===== config.mk =====
export PLATFORM = sky130hd
export DESIGN_NAME = range_enqueuer
export DESIGN_NICKNAME = d
export VERILOG_FILES = /design/src/rtl/range_enqueuer.sv
export SDC_FILE = /design/constraint.sdc
export NUM_CORES = 1
export LEC_CHECK = 0
export CORE_ASPECT_RATIO = 0.7
export CORE_MARGIN = 3
export CORE_UTILIZATION = 53
export CTS_BUF_LIST = sky130_fd_sc_hd__clkbuf_16
export DETAILED_ROUTE_END_ITERATION = 10
export PLACE_DENSITY_LB_ADDON = 0.12
export SYNTH_ARGS = -nofsm -noshare
export SYNTH_HDL_FRONTEND = slang
export SYNTH_SLANG_ARGS = --single-unit

===== constraint.sdc =====
create_clock -name ap_clk -period 10.2 [get_ports ap_clk]
set_input_delay 1.53 -clock ap_clk [delete_from_list [all_inputs] [get_ports ap_clk]]
set_output_delay 1.53 -clock ap_clk [all_outputs]
set_load 0.02 [all_outputs]

===== src/rtl/range_enqueuer.sv =====
`default_nettype none
// ============================================================================
// Module      : range_enqueuer
// Description : Reads a small header block once over AXI (numV and a per-task
//               enqueue limit), then for each continuation task splits the
//               index range [start, end) into child tasks and, when work
//               remains, re-enqueues a continuation starting at end.
//               Optional feature macro: RANGE_ENQ_STATS_EN adds a saturating
//               count of enqueued tasks on port stat_enq_count.
// Revision    : 1.0 - initial release
// ============================================================================
module range_enqueuer #(
  parameter int LIMIT_W      = 7,
  parameter int HDR_LAST_IDX = 9,
  parameter int NUMV_IDX     = 1,
  parameter int LIMIT_IDX    = 9,
  parameter int CONT_TTYPE   = 0,
  parameter int CHILD_TTYPE  = 1,
  parameter int TS_INC       = 0,
  parameter int OBJ_SHIFT    = 4,
  parameter int TS_W         = 32,
  parameter int OBJ_W        = 32,
  parameter int TTYPE_W      = 4,
  // Task word layout {args[31:0], ttype, object, ts}; keep derived.
  parameter int TQ_WIDTH     = 32 + TTYPE_W + OBJ_W + TS_W
) (
  input  logic                ap_clk,
  input  logic                ap_rst,
  input  logic                ap_start,
  output logic                ap_done,
  output logic                ap_idle,
  output logic                ap_ready,
  input  logic [TQ_WIDTH-1:0] task_in,
  output logic [TQ_WIDTH-1:0] task_out_V_TDATA,
  output logic                task_out_V_TVALID,
  input  logic                task_out_V_TREADY,
  output logic                m_axi_l1_V_ARVALID,
  output logic [31:0]         m_axi_l1_V_ARADDR,
  output logic [7:0]          m_axi_l1_V_ARLEN,
  output logic [2:0]          m_axi_l1_V_ARSIZE,
  input  logic                m_axi_l1_V_ARREADY,
  input  logic                m_axi_l1_V_RVALID,
  input  logic [31:0]         m_axi_l1_V_RDATA,
  input  logic                m_axi_l1_V_RLAST,
  output logic                m_axi_l1_V_RREADY,
  output logic [31:0]         ap_state
`ifdef RANGE_ENQ_STATS_EN
  ,
  output logic [31:0]         stat_enq_count
`endif
);

  localparam int ARGS_LSB = TS_W + OBJ_W + TTYPE_W;
  localparam int TT_LSB   = TS_W + OBJ_W;
  localparam logic [7:0]         NUMV_B  = 8'(NUMV_IDX);
  localparam logic [7:0]         LIMIT_B = 8'(LIMIT_IDX);
  localparam logic [TTYPE_W-1:0] CONT_T  = TTYPE_W'(CONT_TTYPE);
  localparam logic [TTYPE_W-1:0] CHILD_T = TTYPE_W'(CHILD_TTYPE);

  typedef enum logic [2:0] {
    S_IDLE      = 3'd0,
    S_READ_HDR  = 3'd1,
    S_WAIT_HDR  = 3'd2,
    S_DISPATCH  = 3'd3,
    S_ENQ_CONT  = 3'd4,
    S_ENQ_CHILD = 3'd5,
    S_FINISH    = 3'd6
  } state_t;

  state_t               state;
  logic                 initialized;
  logic [7:0]           beat_cnt;
  logic [31:0]          num_v;
  logic [LIMIT_W-1:0]   limit_q;
  logic [31:0]          start_q;
  logic [TTYPE_W-1:0]   ttype_q;
  logic [TS_W-1:0]      ts_q;
  logic [31:0]          cursor;

  // The incoming object field is replaced in every emitted task.
  logic unused_obj;
  assign unused_obj = ^task_in[TS_W +: OBJ_W];

  function automatic logic [TQ_WIDTH-1:0] pack_task(
    input logic [31:0]        args,
    input logic [TTYPE_W-1:0] ttype,
    input logic [OBJ_W-1:0]   obj,
    input logic [TS_W-1:0]    ts
  );
    return {args, ttype, obj, ts};
  endfunction

  // Range end = min(start + max(limit,1), numV), in 33 bits so it never wraps.
  logic [LIMIT_W-1:0] lim_eff;
  logic [32:0]        range_sum;
  logic [31:0]        end_w;
  logic               cont_needed;
  logic [31:0]        cursor_nxt;
  logic [OBJ_W-1:0]   cont_obj;
  logic [TS_W-1:0]    child_ts;

  assign lim_eff     = (limit_q == '0) ? LIMIT_W'(1) : limit_q;
  assign range_sum   = {1'b0, start_q} + 33'(lim_eff);
  assign end_w       = (range_sum < {1'b0, num_v}) ? range_sum[31:0] : num_v;
  assign cont_needed = (end_w < num_v);
  assign cursor_nxt  = cursor + 32'd1;
  assign cont_obj    = OBJ_W'(start_q) << OBJ_SHIFT;
  assign child_ts    = ts_q + TS_W'(TS_INC);

  assign m_axi_l1_V_ARADDR = 32'd0;
  assign m_axi_l1_V_ARLEN  = 8'(HDR_LAST_IDX);
  assign m_axi_l1_V_ARSIZE = 3'b010;
  assign ap_idle           = (state == S_IDLE);
  assign ap_ready          = (state == S_IDLE);
  assign ap_state          = {29'd0, state};

  // Control FSM: header fetch, continuation then child enqueue, done pulse.
  always_ff @(posedge ap_clk or posedge ap_rst) begin
    if (ap_rst) begin
      state              <= S_IDLE;
      initialized        <= 1'b0;
      beat_cnt           <= 8'd0;
      cursor             <= 32'd0;
      num_v              <= 32'd0;
      limit_q            <= '0;
      start_q            <= 32'd0;
      ttype_q            <= '0;
      ts_q               <= '0;
      task_out_V_TVALID  <= 1'b0;
      task_out_V_TDATA   <= '0;
      m_axi_l1_V_ARVALID <= 1'b0;
      m_axi_l1_V_RREADY  <= 1'b0;
      ap_done            <= 1'b0;
    end else begin
      case (state)
        S_IDLE: begin
          if (ap_start) begin
            start_q <= task_in[ARGS_LSB +: 32];
            ttype_q <= task_in[TT_LSB +: TTYPE_W];
            ts_q    <= task_in[TS_W-1:0];
            if (initialized) begin
              state <= S_DISPATCH;
            end else begin
              m_axi_l1_V_ARVALID <= 1'b1;
              state              <= S_READ_HDR;
            end
          end
        end
        S_READ_HDR: begin
          if (m_axi_l1_V_ARREADY) begin
            m_axi_l1_V_ARVALID <= 1'b0;
            m_axi_l1_V_RREADY  <= 1'b1;
            beat_cnt           <= 8'd0;
            state              <= S_WAIT_HDR;
          end
        end
        S_WAIT_HDR: begin
          if (m_axi_l1_V_RVALID) begin
            beat_cnt <= beat_cnt + 8'd1;
            if (beat_cnt == NUMV_B)  num_v   <= m_axi_l1_V_RDATA;
            if (beat_cnt == LIMIT_B) limit_q <= m_axi_l1_V_RDATA[LIMIT_W-1:0];
            if (m_axi_l1_V_RLAST) begin
              m_axi_l1_V_RREADY <= 1'b0;
              initialized       <= 1'b1;
              state             <= S_DISPATCH;
            end
          end
        end
        S_DISPATCH: begin
          cursor <= start_q;
          if (ttype_q == CONT_T) begin
            state <= S_ENQ_CONT;
            if (cont_needed) begin
              task_out_V_TVALID <= 1'b1;
              task_out_V_TDATA  <= pack_task(end_w, CONT_T, cont_obj, ts_q);
            end
          end else begin
            ap_done <= 1'b1;
            state   <= S_FINISH;
          end
        end
        S_ENQ_CONT: begin
          // Leave once the continuation (if any) is accepted; preload child 0.
          if (!task_out_V_TVALID || task_out_V_TREADY) begin
            state <= S_ENQ_CHILD;
            if (cursor < end_w) begin
              task_out_V_TVALID <= 1'b1;
              task_out_V_TDATA  <= pack_task(32'd0, CHILD_T, OBJ_W'(cursor), child_ts);
            end else begin
              task_out_V_TVALID <= 1'b0;
            end
          end
        end
        S_ENQ_CHILD: begin
          if (!task_out_V_TVALID) begin
            ap_done <= 1'b1;
            state   <= S_FINISH;
          end else if (task_out_V_TREADY) begin
            cursor <= cursor_nxt;
            if (cursor_nxt < end_w) begin
              task_out_V_TDATA <= pack_task(32'd0, CHILD_T, OBJ_W'(cursor_nxt), child_ts);
            end else begin
              task_out_V_TVALID <= 1'b0;
              ap_done           <= 1'b1;
              state             <= S_FINISH;
            end
          end
        end
        S_FINISH: begin
          ap_done <= 1'b0;
          state   <= S_IDLE;
        end
        default: begin
          state <= S_IDLE;
        end
      endcase
    end
  end

`ifdef RANGE_ENQ_STATS_EN
  // Saturating count of accepted output tasks.
  always_ff @(posedge ap_clk or posedge ap_rst) begin
    if (ap_rst) begin
      stat_enq_count <= 32'd0;
    end else if (task_out_V_TVALID && task_out_V_TREADY && (stat_enq_count != 32'hFFFF_FFFF)) begin
      stat_enq_count <= stat_enq_count + 32'd1;
    end
  end
`endif

endmodule
`default_nettype wire


Word-level counts from Yosys, hierarchy flattened:

Cells that the tools add are included.

* flip-flop bits (word level): 255
* input port bits: 139
* output and inout bits: 181
* word-level logic and storage cells: 114

* $add $sub $neg: 3
* magnitude comparators: 4
* eq/ne operators: 23
* mux-type cells: 48
* reductions and logical operators: 22

Operators with widths (number)
* two-way mux 100 bit: 7
* one-hot mux 100 bit (3 select lines): 1
* < comparator 32 bit: 3
* two-way mux 32 bit: 3
* one-hot mux 32 bit (2 select lines): 1
* adder 32 x 7 -> 33 bit: 1
* < comparator 33 x 32 -> 1 bit: 1
* adder 32 x 1 -> 32 bit, second input constant: 1
* inequality test 2 bit, second input constant: 13
* two-way mux 3 bit: 8
* one-hot mux 3 bit (6 select lines): 1
* two-way mux 1 bit: 17
* two-way mux 8 bit: 2
* one-hot mux 8 bit (2 select lines): 1
* AND reduction 4 bit: 4
* AND reduction 3 bit: 5
* equality test 3 bit, second input constant: 3
* adder 8 x 1 -> 8 bit, second input constant: 1
* equality test 8 x 1 -> 1 bit, second input constant: 1
* equality test 8 x 4 -> 1 bit, second input constant: 1
* AND reduction 8 bit: 1
* zero test 7 bit: 1
* two-way mux 7 bit: 1
* AND reduction 7 bit: 1
* 13 further kinds: 21

Logic depth before layout (Yosys ltp):

Gate-level depths: netlist of the first run.

* depth after elaboration: 10
* gate-level depth with buffers: 34
* depth with buffers taken out: 29

Least setup slack after synthesis of the first run:

OpenSTA, ideal clock, no wires.

* path type: register -> register
* from: register limit_q[2]
* to: register task_out_V_TDATA[50]
* library setup time: 0.126 ns
* arrival time: 7.688 ns
* data required time: 10.074 ns
* path slack: 2.386 ns
* stages on the path, launching flop included: 34
* buffers on the path: 5
* period minus slack after synthesis: 7.814 ns
* cells stage by stage: dfrtp_1 nor4_1 a21o_1 ha_1 inv_1 fa_1 nand2b_1 a211oi_1 nor2_1 nor4_1 nand4_1 xnor2_1 ha_1 nand3_1 nor4_1 a2111oi_0 and3_4 and2_4 buf_2 buf_1 mux2i_1 ha_1 a21o_1 a21o_1 a2111oi_0 nor4_1 o22ai_1 nand4_1 o21a_1 a311o_1 buf_2 buf_6 buf_6 a221o_1

* word-level cells in the longest chain between the ends: 8
* elaborated cells between the ends (all ways): 12
* those cells by class: 1 x add/sub; 4 x order compare; 3 x eq/ne; 2 x mux; 2 x reduce/logical

RTL lines
* from (decl): RTL line 74 `logic [LIMIT_W-1:0] limit_q;`
* from (signal assigned): RTL line 161 `if (beat_cnt == LIMIT_B) limit_q <= m_axi_l1_V_RDATA[LIMIT_W-1:0];`
* zero test 7 bit: RTL line 102 `assign lim_eff = (limit_q == '0) ? LIMIT_W'(1) : limit_q;`
* two-way mux 7 bit (*): RTL line 102
* adder 32 x 7 -> 33 bit (*): RTL line 103 `assign range_sum = {1'b0, start_q} + 33'(lim_eff);`
* < comparator 33 x 32 -> 1 bit: RTL line 104 `assign end_w = (range_sum < {1'b0, num_v}) ? range_sum[31:0] : num_v;`
* two-way mux 32 bit (*): RTL line 104
* < comparator 32 bit (on tied branches): RTL line 200, 105, 186
* inequality test 2 bit (no source line)
* AND reduction 8 bit (no source line) (*)
* to (signal assigned): RTL line 175 `task_out_V_TDATA <= pack_task(end_w, CONT_T, cont_obj, ts_q);`
* to (signal assigned): RTL line 188 `task_out_V_TDATA <= pack_task(32'd0, CHILD_T, OBJ_W'(cursor), child_ts);`
* to (signal assigned): RTL line 201 `task_out_V_TDATA <= pack_task(32'd0, CHILD_T, OBJ_W'(cursor_nxt), child_ts);`
* to (decl): RTL line 34 `output logic [TQ_WIDTH-1:0] task_out_V_TDATA,`

Every way passes the cells marked *; elsewhere a longest branch is shown, timed or not.
A chain may end at the register's enable or synchronous reset.

Worst setup path in the final report of the first run:

* from: register limit_q[2]
* to: register task_out_V_TDATA[22]

The elaborated chain is that of the path after synthesis.

==> impl_metrics.ini, run 1 <==
[synth]
synth_area_leader_cell = dfrtp_1
synth_top_cell_area_share = 0.390
synth_edf_count = 0
synth_cells = 1746
synthTopCellsByArea = dfrtp_1, ha_1, mux2_2
yosysWarnings = 0
yosys.cell_types.count = 67
synth_area_per_cell_um2 = 9.26
ys_ff_latch = 252
synth_ff_type = dfrtp_1
synthArstFlopShare = 1.00
syn-cell-area_um2 = 16200
yosysSeqAreaShare = 0.390

[placed_design]
gp_congestion = 0.946
dp_hpwl_mm = 36.2
post-place-cells = 2311
placement.io_buffers = 212
placed_area_um2 = 18500

[layout]
drive_above_1_share = 0.0938
area_delta_synth_final_pct = 19.3
diodes = 0
nNetsFinal = 2205
layout_commonest_cell = dfrtp_1
mostFrequentLayoutCells = dfrtp_1, clkdlybuf4s50_1, nand2_1
stdcell_count = 2355
final_area_um2 = 19300

[setup_path]
cp.required_ns = 10.64
reg2reg_depth = 30
cp_common_cell = nor4_1
cp-start-kind = register
r2r_slack_ns = 0.70
regToRegStartpoint = limit_q[2]
slowest_delay_ns = 0.72
crit_arrival_ns = 9.94
critical_path_class = reg -> reg
cp-end-kind = register
worst_r2r_endpoint = task_out_V_TDATA[22]
cp_max_fo = 25
critPathSlowestCell = a211oi_1

[clock_tree]
clk_latency_ns = 0.56
cts_tree = built
clk_pin_slew_ns = 0.07
cts_setup_buffers = 0
clockBufferDepth = 3
cts-buffers-inserted = 26
cts.sinks = 252
cts-resized-gates = 0
cts_root_buf = clkbuf_16
h-tree-depth = 1
hold_buffers = 0

[timing]
rsz0062_at_grt = false
worst_pin_slew_ns = 1.03
skew_ns = 0.0230
fin_tns_setup_ns = 0
slew_violations = 0
setup_violations = 0
timing.fmax_ghz = 0.105
slew_headroom = 0.311
layout_min_cycle_time_ns = 9.50
hold_viol_final = 0
fin_crit_sh = 0.931

[drt]
dr.pass1.iters = 5
wirelength_mm = 48.2
ant_nets = 0
routed_via_density = 5.74
drc = 0
wl_per_cell_um = 20.5
vias = 13500
dr.first_iter.drc_count = 1206

[hold_path]
hold_end = initialized
hold_start = initialized
hold_depth = 2
min_path_type = reg -> reg

[power_and_ir_drop]
swShare = 0.467
power_frac_clock = 0.128
internal-power_mw = 3.75
ir_worst_vdd_v = 0.000186
pwr-share-seq = 0.271
power_density_nw_per_um2 = 365
leakagePower_nw = 8.75
p_sw_mw = 3.29
combPwrFrac = 0.600

[floorplanning]
ios = 320
die_h_um = 152
die_w_um = 215
core_um2 = 29500
start_util = 0.549
die_area_um2 = 32700
num_rows = 52

[global_routing]
grt_pass1_wl_mm = 75.7
antenna_found_initial = 0
overflow = 0
grt_pass1_vias = 13100
track_usage = 0.290
grt_max_degree = 115

[job]
maxCapViolations = 0

[run_status]
status = complete, no violations
## worst max-delay path: cells and delay by family, from the launching register on
family	cells	cell delay, ns
and+or+nand+nor	13	3.94
xor gates and xnor gates	1	0.21
adders and majority gates	4	1.22
DFF	1	0.40
muxes	2	0.96
buffers and inverters	4	0.65
AOI/OAI and AO/OA	6	1.95
## Yosys cell counts, types with 11 or more instances
cell and number:
dfrtp_1 252, nand2_1 187, o21ai_0 158, ha_1 131, inv_1 114, nor2_1 104, mux2_2 80, buf_4 76
clkbuf_1 76, a21oi_1 69, xnor2_1 58, nand3_1 43, xor2_1 36, mux2i_1 34, nand4_1 30, o2bb2ai_1 30
a221o_1 29, nor3_1 24, and3_1 19, a21o_1 16, a211oi_1 15, a22oi_1 15, nor4_1 13, o22ai_1 11
## flip-flops by register name, summed over array words and instances (netlist names)
signal              flops
ttype_q                 4
task_out_V_TDATA       97
beat_cnt                8
ap_done                 1
ts_q                   32
cursor                 32
m_axi_l1_V_RREADY       1
num_v                  32
task_out_V_TVALID       1
state                   3
start_q                32
initialized             1
limit_q                 7
m_axi_l1_V_ARVALID      1
## kinds of logic (layout without fill, tap and decap cells)
logic type / after synthesis / after routing / share of synthesized area
flops: 252 / 252 / 0.390
other cells: 2 / 75 / 0.000464
xor+xnor: 94 / 94 / 0.0509
simple gates: 468 / 468 / 0.134
buf+inv: 283 / 414 / 0.0849
fa+ha+maj: 133 / 133 / 0.103
compound gates: 399 / 399 / 0.159
mux: 115 / 115 / 0.0777
## worst max path at each step
stage / start / endpoint / slack, ns / depth (start not counted)
CTS: limit_q[2] / task_out_V_TDATA[22] / 0.96 / 32
global route: limit_q[2] / task_out_V_TDATA[19] / 0.16 / 32
finish: limit_q[2] / task_out_V_TDATA[22] / 0.70 / 30
global placement: limit_q[2] / task_out_V_TDATA[43] / 1.12 / 30
floorplan: ap_rst / ap_done / 1.74 / 1
detailed placement: limit_q[2] / task_out_V_TDATA[22] / 1.00 / 32
## layout make-up
cell class / instances / area (µm²)
Tap cell: 405 / 507
Clock inverter: 18 / 125
Fill cell: 2495 / 10200
Clock buffer: 26 / 651
Timing Repair Buffer: 256 / 2480
Sequential cell: 252 / 6310
Inverter: 114 / 435
Multi-Input combinational cell: 1284 / 8790
## through the flow
stage               setup WS [ns]  power [mW]   util  hold slack [ns]
finish                      0.703        7.03  0.655            0.464
global route                0.157        7.61  0.655            0.509
CTS                         0.957        6.99  0.655            0.464
detailed placement           1.00        6.04  0.628            0.451
global placement             1.12        5.93  0.628            0.452
floorplan                    1.74        4.57      -            0.426
## per-layer routing
layer	vias up	track usage	wire, µm
li1	6384	-	-
met1	6587	0.448	22900
met2	507	0.414	20100
met3	48	0.0781	4660
met4	0	0.0421	599
met5	-	0	0
## power by group through the flow
stage | combinational, mW | clock (mW) | sequential [mW]
after CTS | 4.18 | 0.918 | 1.90
final | 4.22 | 0.902 | 1.91
after floorplan | 2.66 | 0 | 1.91
after global placement | 4.04 | 0 | 1.89
after global routing | 4.68 | 0.959 | 1.97
after detailed placement | 4.14 | 0 | 1.90
(Power assumes the default switching activity.)
==> run 2, diff against run 1 <==
--- a/config.mk
+++ b/config.mk
@@ -7,10 +7,11 @@
 export LEC_CHECK = 0
 export CORE_ASPECT_RATIO = 0.7
 export CORE_MARGIN = 3
-export CORE_UTILIZATION = 53
+export CORE_UTILIZATION = 50
 export CTS_BUF_LIST = sky130_fd_sc_hd__clkbuf_16
 export DETAILED_ROUTE_END_ITERATION = 10
 export PLACE_DENSITY_LB_ADDON = 0.12
+export RECOVER_POWER = 50
 export SYNTH_ARGS = -nofsm -noshare
 export SYNTH_HDL_FRONTEND = slang
 export SYNTH_SLANG_ARGS = --single-unit
==> impl_metrics.ini, run 2 (synthesis gave the netlist of run 1 again) <==
[run_status]
status = finished, violations left
failed_checks = capacitance limit, slew limit

[timing]
hold_viol_final = 0
layout_min_cycle_time_ns = 9.38
setup_violations = 0
fin_tns_setup_ns = 0
worst_pin_slew_ns = 5.99
timing.fmax_ghz = 0.107
timing.final.ws_setup_ns = 0.817
skew_ns = 0.0144
slew_headroom = -3.01
rsz0062_at_grt = false
slew_violations = 366
fin_crit_sh = 0.920

[floorplanning]
core_um2 = 31500
start_util = 0.514
die_w_um = 221
ios = 320
die_h_um = 156
num_rows = 54
die_area_um2 = 34600

[hold_path]
hold_start = initialized
min_path_type = reg -> reg
hold_depth = 2
hold_end = initialized

[clock_tree]
cts-buffers-inserted = 27
clk_latency_ns = 0.56
hold_buffers = 0
h-tree-depth = 1
clk_pin_slew_ns = 0.06
clockBufferDepth = 3
cts_root_buf = clkbuf_16
cts.sinks = 252
cts_tree = built

[job]
maxCapViolations = 6

[global_routing]
antenna_found_initial = 1
track_usage = 0.274
grt_max_degree = 133
grt_pass1_vias = 13100
overflow = 0
grt_pass1_wl_mm = 75.3

[drt]
wl_per_cell_um = 20.3
drc = 0
wirelength_mm = 48.3
vias = 13500
routed_via_density = 5.69
ant_nets = 0
dr.first_iter.drc_count = 1157
dr.pass1.iters = 7

[layout]
layout_commonest_cell = dfrtp_1
drive_above_1_share = 0.0900
nFillCells = 2716
largest_register_ffs = 97
mostFrequentLayoutCells = dfrtp_1, nand2_1, o21ai_0
nNetsFinal = 2207
top_register = task_out_V_TDATA
final_core_util = 0.617
area_delta_synth_final_pct = 20.0

[placed_design]
placement.io_buffers = 212
dp_worst_setup_slack_ns = 0.830
dp_hpwl_mm = 35.8
gp_congestion = 0.928

[power_and_ir_drop]
power_density_nw_per_um2 = 364
combPwrFrac = 0.593
pwr-share-seq = 0.270
swShare = 0.466
internal-power_mw = 3.77
p_sw_mw = 3.29
power_frac_clock = 0.138
leakagePower_nw = 8.97
power_mw = 7.06
ir_worst_vdd_v = 0.000204

[setup_path]
cp_max_fo = 29
cp-start-kind = register
regToRegStartpoint = limit_q[2]
r2r_slack_ns = 0.82
slowest_delay_ns = 0.61
crit_arrival_ns = 9.81
cp_common_cell = nor4_1
reg2reg_depth = 30
worst_r2r_endpoint = task_out_V_TDATA[5]
cp-end-kind = register
critPathSlowestCell = mux2i_1
critical_path_class = reg -> reg
cp.required_ns = 10.63
## run 2: changes by cell type in the layout (fill, tap and decap cells not counted), sizes merged
cell	before	now
inv	118	121
clkbuf	26	32
clkinv	12	11
buf	44	40
diode	0	1
bufinv	1	3
dlygate4sd3	0	97
clkdlybuf4s50	212	115
## run 2: routing by layer
metal	wire length, µm	part of all wire	global-route usage	vias up
met4	1070	0.022	0.0597	0
met1	23200	0.48	0.421	6565
met2	19600	0.40	0.384	475
met3	4500	0.093	0.0743	71
li1	-	-	-	6412
met5	0	0	0	-
## run 2: power by group through the flow
stage	Sequential, mW	Clock [mW]	Combinational [mW]
2_1_floorplan	1.91	0	2.66
3_3_place_gp	1.90	0	4.06
3_5_place_dp	1.91	0	4.16
4_1_cts	1.90	0.991	4.19
5_1_grt	1.97	1.03	4.64
6_report	1.91	0.971	4.19
## run 2: stage by stage
stage	cells	hold WS [ns]	area, µm²
detailed placement	2327	0.459	18600
CTS	2376	0.475	19400
finish	2377	0.471	19400
global placement	2327	0.455	18600
global route	2377	0.496	19400
floorplan	1819	0.426	16400
## run 2: worst max path at each step
stage,startpoint,endpoint,slack [ns],depth (start not counted)
3_5_place_dp,limit_q[2],task_out_V_TDATA[9],0.83,30
2_1_floorplan,ap_rst,ap_done,1.74,1
6_report,limit_q[2],task_out_V_TDATA[5],0.82,30
5_1_grt,limit_q[2],task_out_V_TDATA[3],0.26,30
4_1_cts,limit_q[2],task_out_V_TDATA[5],0.76,30
3_3_place_gp,limit_q[2],task_out_V_TDATA[56],0.92,30
## run 2: what timing repair did
action | in CTS | in global routing
hold endpoints to repair | 0 | 0
gates resized for setup | 0 | 1
setup endpoints to repair | 0 | 19
buffers inserted | 0 | 0
## run 2: cell type report
| cell class | count | area [µm²] | share of cell area |
|---|---|---|---|
| Multi-Input combinational cell | 1284 | 8790 | 0.453 |
| Sequential cell | 252 | 6310 | 0.325 |
| Timing Repair Buffer | 257 | 2500 | 0.129 |
| Clock buffer | 27 | 676 | 0.0348 |
| Tap cell | 420 | 526 | 0.0271 |
| Inverter | 114 | 429 | 0.0221 |
| Clock inverter | 22 | 176 | 0.00909 |
| Antenna cell | 1 | 2.50 | 0.000129 |
## run 2: worst max-delay path, delay by kind of cell (launching register included)
kind / cells / cell delay (ns)
simple gates: 13 / 3.80
compound gates: 6 / 1.99
fa+ha+maj: 4 / 1.16
mux: 2 / 0.96
buf+inv: 4 / 0.60
flops: 1 / 0.40
xor+xnor: 1 / 0.30
==> run 3, diff against run 2 <==
--- a/config.mk
+++ b/config.mk
@@ -10,8 +10,10 @@
 export CORE_UTILIZATION = 50
 export CTS_BUF_LIST = sky130_fd_sc_hd__clkbuf_16
 export DETAILED_ROUTE_END_ITERATION = 10
+export GPL_TIMING_DRIVEN = 0
 export PLACE_DENSITY_LB_ADDON = 0.12
 export RECOVER_POWER = 50
+export REMOVE_ABC_BUFFERS = 1
 export SYNTH_ARGS = -nofsm -noshare
 export SYNTH_HDL_FRONTEND = slang
 export SYNTH_SLANG_ARGS = --single-unit
==> impl_metrics.ini, run 3 (synthesis gave the netlist of run 1 again) <==
[clock_tree]
cts.sinks = 252
clk_latency_ns = 0.56
cts-buffers-inserted = 27
cts_tree = built
clockBufferDepth = 3
clk_pin_slew_ns = 0.06
cts_root_buf = clkbuf_16
h-tree-depth = 1

[setup_path]
cp_max_fo = 36
cp.required_ns = 10.64
cp_common_cell = ha_1
reg2reg_depth = 30
cp-end-kind = register
critical_path_class = reg -> reg
cp-start-kind = register
critPathSlowestCell = mux2i_1
slowest_delay_ns = 0.61
crit_arrival_ns = 10.09
r2r_slack_ns = 0.55

[floorplanning]
ios = 320
core_um2 = 31500
start_util = 0.514
die_area_um2 = 34600
die_h_um = 156
die_w_um = 221
num_rows = 54

[drt]
drc = 0
routed_via_density = 5.75
vias = 13500
dr.first_iter.drc_count = 1417
dr.pass1.iters = 6
ant_nets = 0
wirelength_mm = 48.6
wl_per_cell_um = 20.7

[job]
maxCapViolations = 3

[layout]
mostFrequentLayoutCells = dfrtp_1, clkdlybuf4s50_1, nand2_1
drive_above_1_share = 0.0854
largest_register_ffs = 97
nNetsFinal = 2181
diodes = 0
layout_commonest_cell = dfrtp_1
area_delta_synth_final_pct = 20.5
top_register = task_out_V_TDATA
stdcell_count = 2351

[timing]
fin_crit_sh = 0.946
fin_tns_setup_ns = 0
slew_violations = 219
skew_ns = 0.0139
timing.fmax_ghz = 0.104
layout_min_cycle_time_ns = 9.65
rsz0062_at_grt = false
slew_headroom = -3.32
setup_violations = 0
timing.hold.ws_ns = 0.489
worst_pin_slew_ns = 6.49
hold_viol_final = 0

[placed_design]
gp_congestion = 0.902
post-place-cells = 2295
dp_hpwl_mm = 35.2
placement.io_buffers = 212

[power_and_ir_drop]
power_density_nw_per_um2 = 366
power_mw = 7.14
leakagePower_nw = 8.75
ir_worst_vdd_v = 0.000202

[hold_path]
hold_depth = 1
min_path_type = reg -> reg

[global_routing]
grt_pass1_vias = 13200
track_usage = 0.276
antenna_found_initial = 1
grt_max_degree = 123
overflow = 0
grt_pass1_wl_mm = 76.4

[run_status]
status = finished, violations left
failed_checks = capacitance limit, slew limit
run 3: cell types whose count changed in the layout (fill, tap and decap cells not counted), moves of 4 or more:
| cell | before | now |
|---|---|---|
| buf_12 | 5 | 9 |
| buf_4 | 35 | 2 |
| clkdlybuf4s50_1 | 115 | 209 |
| dlygate4sd3_1 | 97 | 3 |
| inv_1 | 120 | 116 |
run 3: critical path: cells and delay by family, from the launching register on:
family / cells / cell delay, ns
adders and majority gates: 4 / 1.16
buffers and inverters: 3 / 0.36
and+or+nand+nor: 9 / 2.80
xor gates and xnor gates: 1 / 0.29
AOI/OAI and AO/OA: 12 / 3.84
DFF: 1 / 0.40
muxes: 1 / 0.61
run 3: worst paths after layout:
check,from,end
max reg2reg,limit_q[2],task_out_V_TDATA[48]
min,m_axi_l1_V_RREADY,m_axi_l1_V_RREADY
min in group asynchronous,ap_rst,task_out_V_TDATA[24]
max in group asynchronous,ap_rst,start_q[26]
min reg2reg,m_axi_l1_V_RREADY,m_axi_l1_V_RREADY
max,limit_q[2],task_out_V_TDATA[48]
run 3: layout make-up:
class	count	area (µm²)
repair buffers	229	2420
clock inverters	23	270
well taps	420	526
multi-input cells	1286	8850
clock buffers	27	676
flip-flops and latches	252	6310
inverters	114	429
fillers	2737	12000
run 3: what timing repair did:
| action | 4_1_cts | 5_1_grt |
|---|---|---|
| setup buffers | 0 | 4 |
| gates resized for setup | 3 | 4 |
| gates cloned | 2 | 0 |
| endpoints found under the hold margin | 0 | 0 |
| hold buffers | 0 | 0 |
| pin swaps | 1 | 1 |
| setup endpoints to repair | 97 | 97 |
run 3: per-stage QoR:
| step | area [µm²] | setup slack, ns | utilization |
|---|---|---|---|
| after detailed placement | 18500 | -0.993 | 0.587 |
| after global placement | 18100 | -3.72 | 0.576 |
| after global routing | 19500 | 0.0907 | 0.619 |
| after floorplan | 15500 | 1.12 | - |
| final | 19500 | 0.547 | 0.619 |
| after CTS | 19500 | 0.127 | 0.618 |
run 3: layer usage:
layer	track usage	wire (µm)	up-vias
li1	-	-	6363
met1	0.427	23000	6596
met2	0.407	21000	498
met3	0.0469	3750	56
met4	0.0551	853	2
met5	0	12	-
run 3: report_power, final:
part | total, mW | internal (mW) | switching, mW
clock | 1.07 | 0.635 | 0.433
combinational | 4.17 | 1.76 | 2.40
sequential | 1.90 | 1.44 | 0.463
total | 7.14 | 3.84 | 3.30
